$ cat src/rtl/uart_pkg.sv
// uart_pkg: constants and helpers shared by the baud generator and the
// UART TX/RX engines.
//   MIN_DIV          smallest legal divisor (clocks per RX oversample tick)
//   DEF_*            default clock / baud / oversample settings
//   calc_default_div reset divisor = max(MIN_DIV, clk/(baud*oversample))
package uart_pkg;

  localparam int MIN_DIV        = 2;
  localparam int DEF_CLK_HZ     = 50_000_000;
  localparam int DEF_BAUD       = 115_200;
  localparam int DEF_OVERSAMPLE = 16;
  localparam int DEF_DIV_W      = 16;

  function automatic int calc_default_div(input int clk_hz, input int baud,
                                          input int oversample);
    int q;
    q = clk_hz / (baud * oversample);
    return (q < MIN_DIV) ? MIN_DIV : q;
  endfunction

endpackage

$ cat src/rtl/tick_counter.sv
// tick_counter: modulo-N counter with runtime terminal value.
//   clock, reset  rising-edge clock, async active-high reset
//   i_en          count enable (hold when low)
//   i_clr         synchronous clear, wins over counting
//   i_last        terminal value (N-1)
//   o_cnt         current count
//   o_term        combinational wrap strobe: enabled, not clearing, at terminal
module tick_counter
  import uart_pkg::*;
#(
  parameter int W = 16
) (
  input  logic         clock,
  input  logic         reset,
  input  logic         i_en,
  input  logic         i_clr,
  input  logic [W-1:0] i_last,
  output logic [W-1:0] o_cnt,
  output logic         o_term
);

  logic [W-1:0] r_cnt;

  // ">=" keeps the counter bounded if the terminal value shrinks below the
  // current count while counting is frozen.
  assign o_term = i_en && !i_clr && (r_cnt >= i_last);
  assign o_cnt  = r_cnt;

  always_ff @(posedge clock or posedge reset) begin
    if (reset) begin
      r_cnt <= '0;
    end else if (i_clr || o_term) begin
      r_cnt <= '0;
    end else if (i_en) begin
      r_cnt <= r_cnt + 1'b1;
    end
  end

endmodule

$ cat src/rtl/uart_baud_gen.sv
// uart_baud_gen: baud / oversample tick generator shared by UART TX and RX.
//   clock, reset  rising-edge clock, async active-high reset
//   enable        count enable; low freezes counters and slow_clock
//   div_load      one-cycle request to load div_value
//   div_value     new divisor (clocks per rx_tick), must be >= MIN_DIV
//   rx_sync       restart RX/TX phase (start-bit edge)
//   rx_tick       pulse every div clocks
//   rx_mid        pulse at the mid-bit sample point
//   tx_tick       pulse every div*OVERSAMPLE clocks
//   slow_clock    bit-rate square wave, 50% duty
//   div_pending   loaded divisor waiting to be applied
//   div_err       pulse: illegal divisor rejected
// All outputs are registered.
module uart_baud_gen
  import uart_pkg::*;
#(
  parameter int CLK        = DEF_CLK_HZ,
  parameter int BAUD       = DEF_BAUD,
  parameter int OVERSAMPLE = DEF_OVERSAMPLE,
  parameter int DIV_W      = DEF_DIV_W
) (
  input  logic             clock,
  input  logic             reset,
  input  logic             enable,
  input  logic             div_load,
  input  logic [DIV_W-1:0] div_value,
  input  logic             rx_sync,
  output logic             rx_tick,
  output logic             rx_mid,
  output logic             tx_tick,
  output logic             slow_clock,
  output logic             div_pending,
  output logic             div_err
);

  localparam int               OS_W        = $clog2(OVERSAMPLE);
  localparam int               DEFAULT_DIV = calc_default_div(CLK, BAUD, OVERSAMPLE);
  localparam logic [DIV_W-1:0] DEF_DIV     = DIV_W'(DEFAULT_DIV);
  localparam logic [DIV_W-1:0] MIN_DIV_V   = DIV_W'(MIN_DIV);
  localparam logic [OS_W-1:0]  OS_LAST     = OS_W'(OVERSAMPLE - 1);
  localparam logic [OS_W-1:0]  OS_HALF_M1  = OS_W'(OVERSAMPLE / 2 - 1);

  logic [DIV_W-1:0] r_div_cur;
  logic [DIV_W-1:0] r_div_pend;
  logic             r_pending;
  logic             r_rx_tick;
  logic             r_rx_mid;
  logic             r_tx_tick;
  logic             r_slow;
  logic             r_err;

  logic [DIV_W-1:0] w_unused_rx_cnt;  // only the wrap strobe of this counter matters
  logic             w_rx_wrap;
  logic [OS_W-1:0]  w_os_cnt;
  logic             w_os_wrap;
  logic             w_mid;
  logic             w_load_ok;
  logic             w_load_bad;
  logic             w_apply_pend;

  tick_counter #(.W(DIV_W)) u_rx_cnt (
    .clock  (clock),
    .reset  (reset),
    .i_en   (enable),
    .i_clr  (rx_sync),
    .i_last (r_div_cur - 1'b1),
    .o_cnt  (w_unused_rx_cnt),
    .o_term (w_rx_wrap)
  );

  // Oversample counter advances once per RX wrap.
  tick_counter #(.W(OS_W)) u_os_cnt (
    .clock  (clock),
    .reset  (reset),
    .i_en   (w_rx_wrap),
    .i_clr  (rx_sync),
    .i_last (OS_LAST),
    .o_cnt  (w_os_cnt),
    .o_term (w_os_wrap)
  );

  assign w_mid        = w_rx_wrap && (w_os_cnt == OS_HALF_M1);
  assign w_load_ok    = div_load && (div_value >= MIN_DIV_V);
  assign w_load_bad   = div_load && (div_value <  MIN_DIV_V);
  // A frozen or resynchronised generator has no period in flight to protect.
  assign w_apply_pend = r_pending && (w_rx_wrap || !enable || rx_sync);

  // Output / control register stage
  always_ff @(posedge clock or posedge reset) begin
    if (reset) begin
      r_div_cur <= DEF_DIV;
      r_pending <= 1'b0;
      r_rx_tick <= 1'b0;
      r_rx_mid  <= 1'b0;
      r_tx_tick <= 1'b0;
      r_slow    <= 1'b0;
      r_err     <= 1'b0;
    end else begin
      r_rx_tick <= w_rx_wrap;
      r_rx_mid  <= w_mid;
      r_tx_tick <= w_os_wrap;
      r_err     <= w_load_bad;

      if (rx_sync || w_os_wrap) begin
        r_slow <= 1'b1;
      end else if (w_mid) begin
        r_slow <= 1'b0;
      end

      // A load landing on a wrap takes effect at that wrap directly.
      if (w_load_ok && w_rx_wrap) begin
        r_div_cur <= div_value;
        r_pending <= 1'b0;
      end else if (w_load_ok) begin
        r_pending <= 1'b1;
      end else if (w_apply_pend) begin
        r_div_cur <= r_div_pend;
        r_pending <= 1'b0;
      end
    end
  end

  // Pending divisor holds data only; its valid flag is r_pending.
  always_ff @(posedge clock) begin
    if (w_load_ok) begin
      r_div_pend <= div_value;
    end
  end

  assign rx_tick     = r_rx_tick;
  assign rx_mid      = r_rx_mid;
  assign tx_tick     = r_tx_tick;
  assign slow_clock  = r_slow;
  assign div_pending = r_pending;
  assign div_err     = r_err;

endmodule

$ cat config.mk
export PLATFORM = sky130hd
export DESIGN_NAME = uart_baud_gen
export DESIGN_NICKNAME = d
export VERILOG_FILES = /design/src/rtl/uart_pkg.sv /design/src/rtl/tick_counter.sv /design/src/rtl/uart_baud_gen.sv
export SDC_FILE = /design/constraint.sdc
export NUM_CORES = 1
export LEC_CHECK = 0
export BUFFER_PORTS_ARGS = -buffer_cell sky130_fd_sc_hd__buf_2
export CAP_MARGIN = 20
export CORE_MARGIN = 4
export CORE_UTILIZATION = 45
export DETAILED_ROUTE_END_ITERATION = 16
export SLEW_MARGIN = 10
export SYNTH_ARGS = -nofsm -noshare
export SYNTH_HDL_FRONTEND = slang
export SYNTH_SLANG_ARGS = --single-unit
$ cat constraint.sdc
create_clock -name clock -period 6.8 [get_ports clock]
set_input_delay 1.36 -clock clock [delete_from_list [all_inputs] [get_ports clock]]
set_output_delay 1.36 -clock clock [all_outputs]
set_load 0.02 [all_outputs]
==> results.json <==
{
  "drive_gt1_frac": 0.183,
  "leakagePower_nw": 1.56,
  "io_pins": 27,
  "max_freq_ghz": 0.270,
  "drt-total-wl_um": 6500,
  "vdd_drop_max_uv": 140,
  "grt_max_degree": 43,
  "gp_routability_congestion": 0.799,
  "p_sw_frac": 0.259,
  "cts_max_level": 3,
  "grt_use_total": 0.161,
  "cts_tree": "done",
  "core_area_sq_um": 6870,
  "cts.clk_slew.worst_paths_ps": 70,
  "reg2reg_slack_ps": 3100,
  "yosysSeqAreaShare": 0.479,
  "setup_viol": 0,
  "ys_seq_elements": 58,
  "worstMarginPinSlew_ps": 706,
  "worstSetupEndpointType": "flop",
  "worstPathArrival_ps": 3920,
  "async_reset_ff_frac": 0.724,
  "avgSynthCellArea_sq_um": 10.3,
  "run_status": "complete, no violations",
  "cts_buffer_depth": 2,
  "slew_viol_final": 0,
  "port_buffers": 26,
  "first_iter_violations": 99,
  "total_switching_power_mw": 0.224,
  "cp-start-kind": "flop",
  "synth.distinct_cells": 42,
  "fp.dieH_um": 92.5,
  "finalCritPeriodShare": 0.545,
  "ys.flop_type": "dfrtp_1",
  "row_count": 30,
  "finalHoldViolCount": 0,
  "maxCapViolCount": 0,
  "drc": 0,
  "power_density_nw_per_um2": 238,
  "synth_common_cells": "38 x dfrtp_1, 28 x nor2_1, 24 x inv_1, 22 x nor3_1",
  "synth_largest_area_cell": "dfrtp_1",
  "post_cts_buffers": 0,
  "syn_nets": 353,
  "synth_edf_count": 16,
  "cts_resized": 0,
  "crit_start": "r_div_cur[5]",
  "min_period_ps": 3700,
  "worstHoldPathType": "flop to flop",
  "place_area_sq_um": 3410,
  "die_area_sq_um": 8550,
  "grt_setup_unrepaired": "no",
  "syn_area_sq_um": 3210,
  "setup.worst_path.class": "flop to flop",
  "synth_top_area_share": 0.296,
  "cts_made_buffers": 9,
  "insertion_delay_ps": 340,
  "worstReg2RegStart": "r_div_cur[5]",
  "cp.required_ps": 7020,
  "nets": 380,
  "hold_end": "r_div_cur[13]",
  "yosysMostFrequentCell": "dfrtp_1",
  "grt_pass1_vias": 2254,
  "final-seq-area_sq_um": 1540,
  "wl_per_cell_um": 14.7,
  "p_int_mw": 0.641,
  "ant_nets": 0,
  "finalPower_mw": 0.864,
  "cp_max_fo": 36,
  "via_per_inst": 5.24,
  "clockRootBuffer": "clkbuf_8",
  "yosys_warnings": 0,
  "grt_pass1_wl_um": 10900,
  "holdCritStartpoint": "r_div_pend[13]",
  "final_cell_area_sq_um": 3630,
  "syn_inst": 313,
  "gr-total-overflow": 0,
  "dr.pass1.iters": 4,
  "reg2regPathDepth": 14,
  "share_comb_of_total_power": 0.124,
  "cts_sinks": 58,
  "synthTopCellsByArea": "dfrtp_1 30%, edfxtp_1 15%, ha_1 7.4%",
  "cts_hold_buf": 0,
  "r2r_end": "slow_clock",
  "fin_setup_tns_ps": 0,
  "fillers": 623,
  "num_antenna_cells": 0,
  "num_vias": 2309,
  "initial_core_util": 0.467,
  "multi_input_area_sq_um": 1510,
  "sequentialPowerShare": 0.471,
  "antenna_found_initial": 0,
  "hold_depth": 1,
  "slew_headroom": 0.529,
  "die-width_um": 92.5,
  "hpwl_um": 4750,
  "pwr-share-clk": 0.405,
  "syn2layout_area_growth_pct": 13.0,
  "clock_skew_ps": 11.6
}
[sequential cells by signal (all words and copies together) (netlist names)]
signal	cells
div_err	1
r_div_pend	16
div_pending	1
rx_tick	1
rx_mid	1
slow_clock	1
u_rx_cnt.o_cnt	16
u_os_cnt.o_cnt	4
tx_tick	1
r_div_cur	16
[metal layers]
layer  vias up  track usage  wire length, um
li1       1186            -                -
met1      1057        0.226             3290
met2        55        0.234             2790
met3        11       0.0447              307
met4         0       0.0656              112
met5         -            0                0
[through the flow]
step | cells | utilization | hold WS [ps] | setup WS [ps]
5_1_grt | 441 | 0.528 | 500 | 2890
4_1_cts | 441 | 0.528 | 486 | 3130
6_report | 441 | 0.528 | 484 | 3100
3_3_place_gp | 425 | 0.496 | 461 | 3160
2_1_floorplan | 313 | - | 454 | 3640
3_5_place_dp | 425 | 0.496 | 469 | 3080
[worst max-delay path, cell delays in order, from the launching register on]
cell	delay [ps]
dfrtp_1	400
inv_1	140
nand4_1	170
nor3_1	280
nand3_1	200
nor4b_1	340
xnor2_1	140
ha_1	310
nand4_1	120
nor2_1	170
o311ai_1	160
and3_1	180
buf_4	230
or3_1	400
a221o_1	350
[cell families (layout without fill, tap and decap cells)]
logic type	count (synthesis)	in the layout	share of synthesized area
AOI/OAI and AO/OA	60	60	0.155
xor gates and xnor gates	26	26	0.0709
adders and majority gates	19	19	0.0740
buffers and inverters	37	69	0.0503
DFF	58	58	0.479
and+or+nand+nor	113	113	0.171
[worst max-delay path by stage]
stage,cells after the start,end,slack (ps)
after global placement,14,slow_clock,3160
final,14,slow_clock,3100
after floorplan,14,slow_clock,3640
after global routing,14,r_div_cur[15],2890
after CTS,14,slow_clock,3130
after detailed placement,6,r_div_cur[12],3080
[power by group through the flow]
| stage | logic, mW | clock network (mW) | registers [mW] |
|---|---|---|---|
| 6_report | 0.107 | 0.350 | 0.407 |
| 5_1_grt | 0.123 | 0.375 | 0.411 |
| 4_1_cts | 0.108 | 0.364 | 0.407 |
| 3_5_place_dp | 0.108 | 0 | 0.414 |
| 3_3_place_gp | 0.104 | 0 | 0.414 |
| 2_1_floorplan | 0.0811 | 0 | 0.408 |
[final cells by class]
type	instances	share of cell area
well taps	96	0.0331
inverters	25	0.0259
repair buffers	28	0.0400
clock buffers	10	0.0352
flip-flops and latches	58	0.424
clock inverters	6	0.0252
multi-input cells	218	0.417
[cell usage in the layout, fill, tap and decap left out, types with 4 or more instances in the layout]
master / n
dfrtp_1: 38
nor2_1: 28
buf_2: 26
inv_1: 23
nor3_1: 22
nand2_1: 19
ha_1: 19
xnor2_1: 17
nand3_1: 16
edfxtp_1: 16
a211oi_1: 13
a21oi_1: 11
a211oi_2: 11
xor2_1: 9
clkbuf_8: 9
nand4_1: 7
and3_1: 7
o21ai_0: 5
nor4_1: 5
a221o_1: 5
dfstp_2: 4
Note: power is estimated with default switching activity, not from simulation.
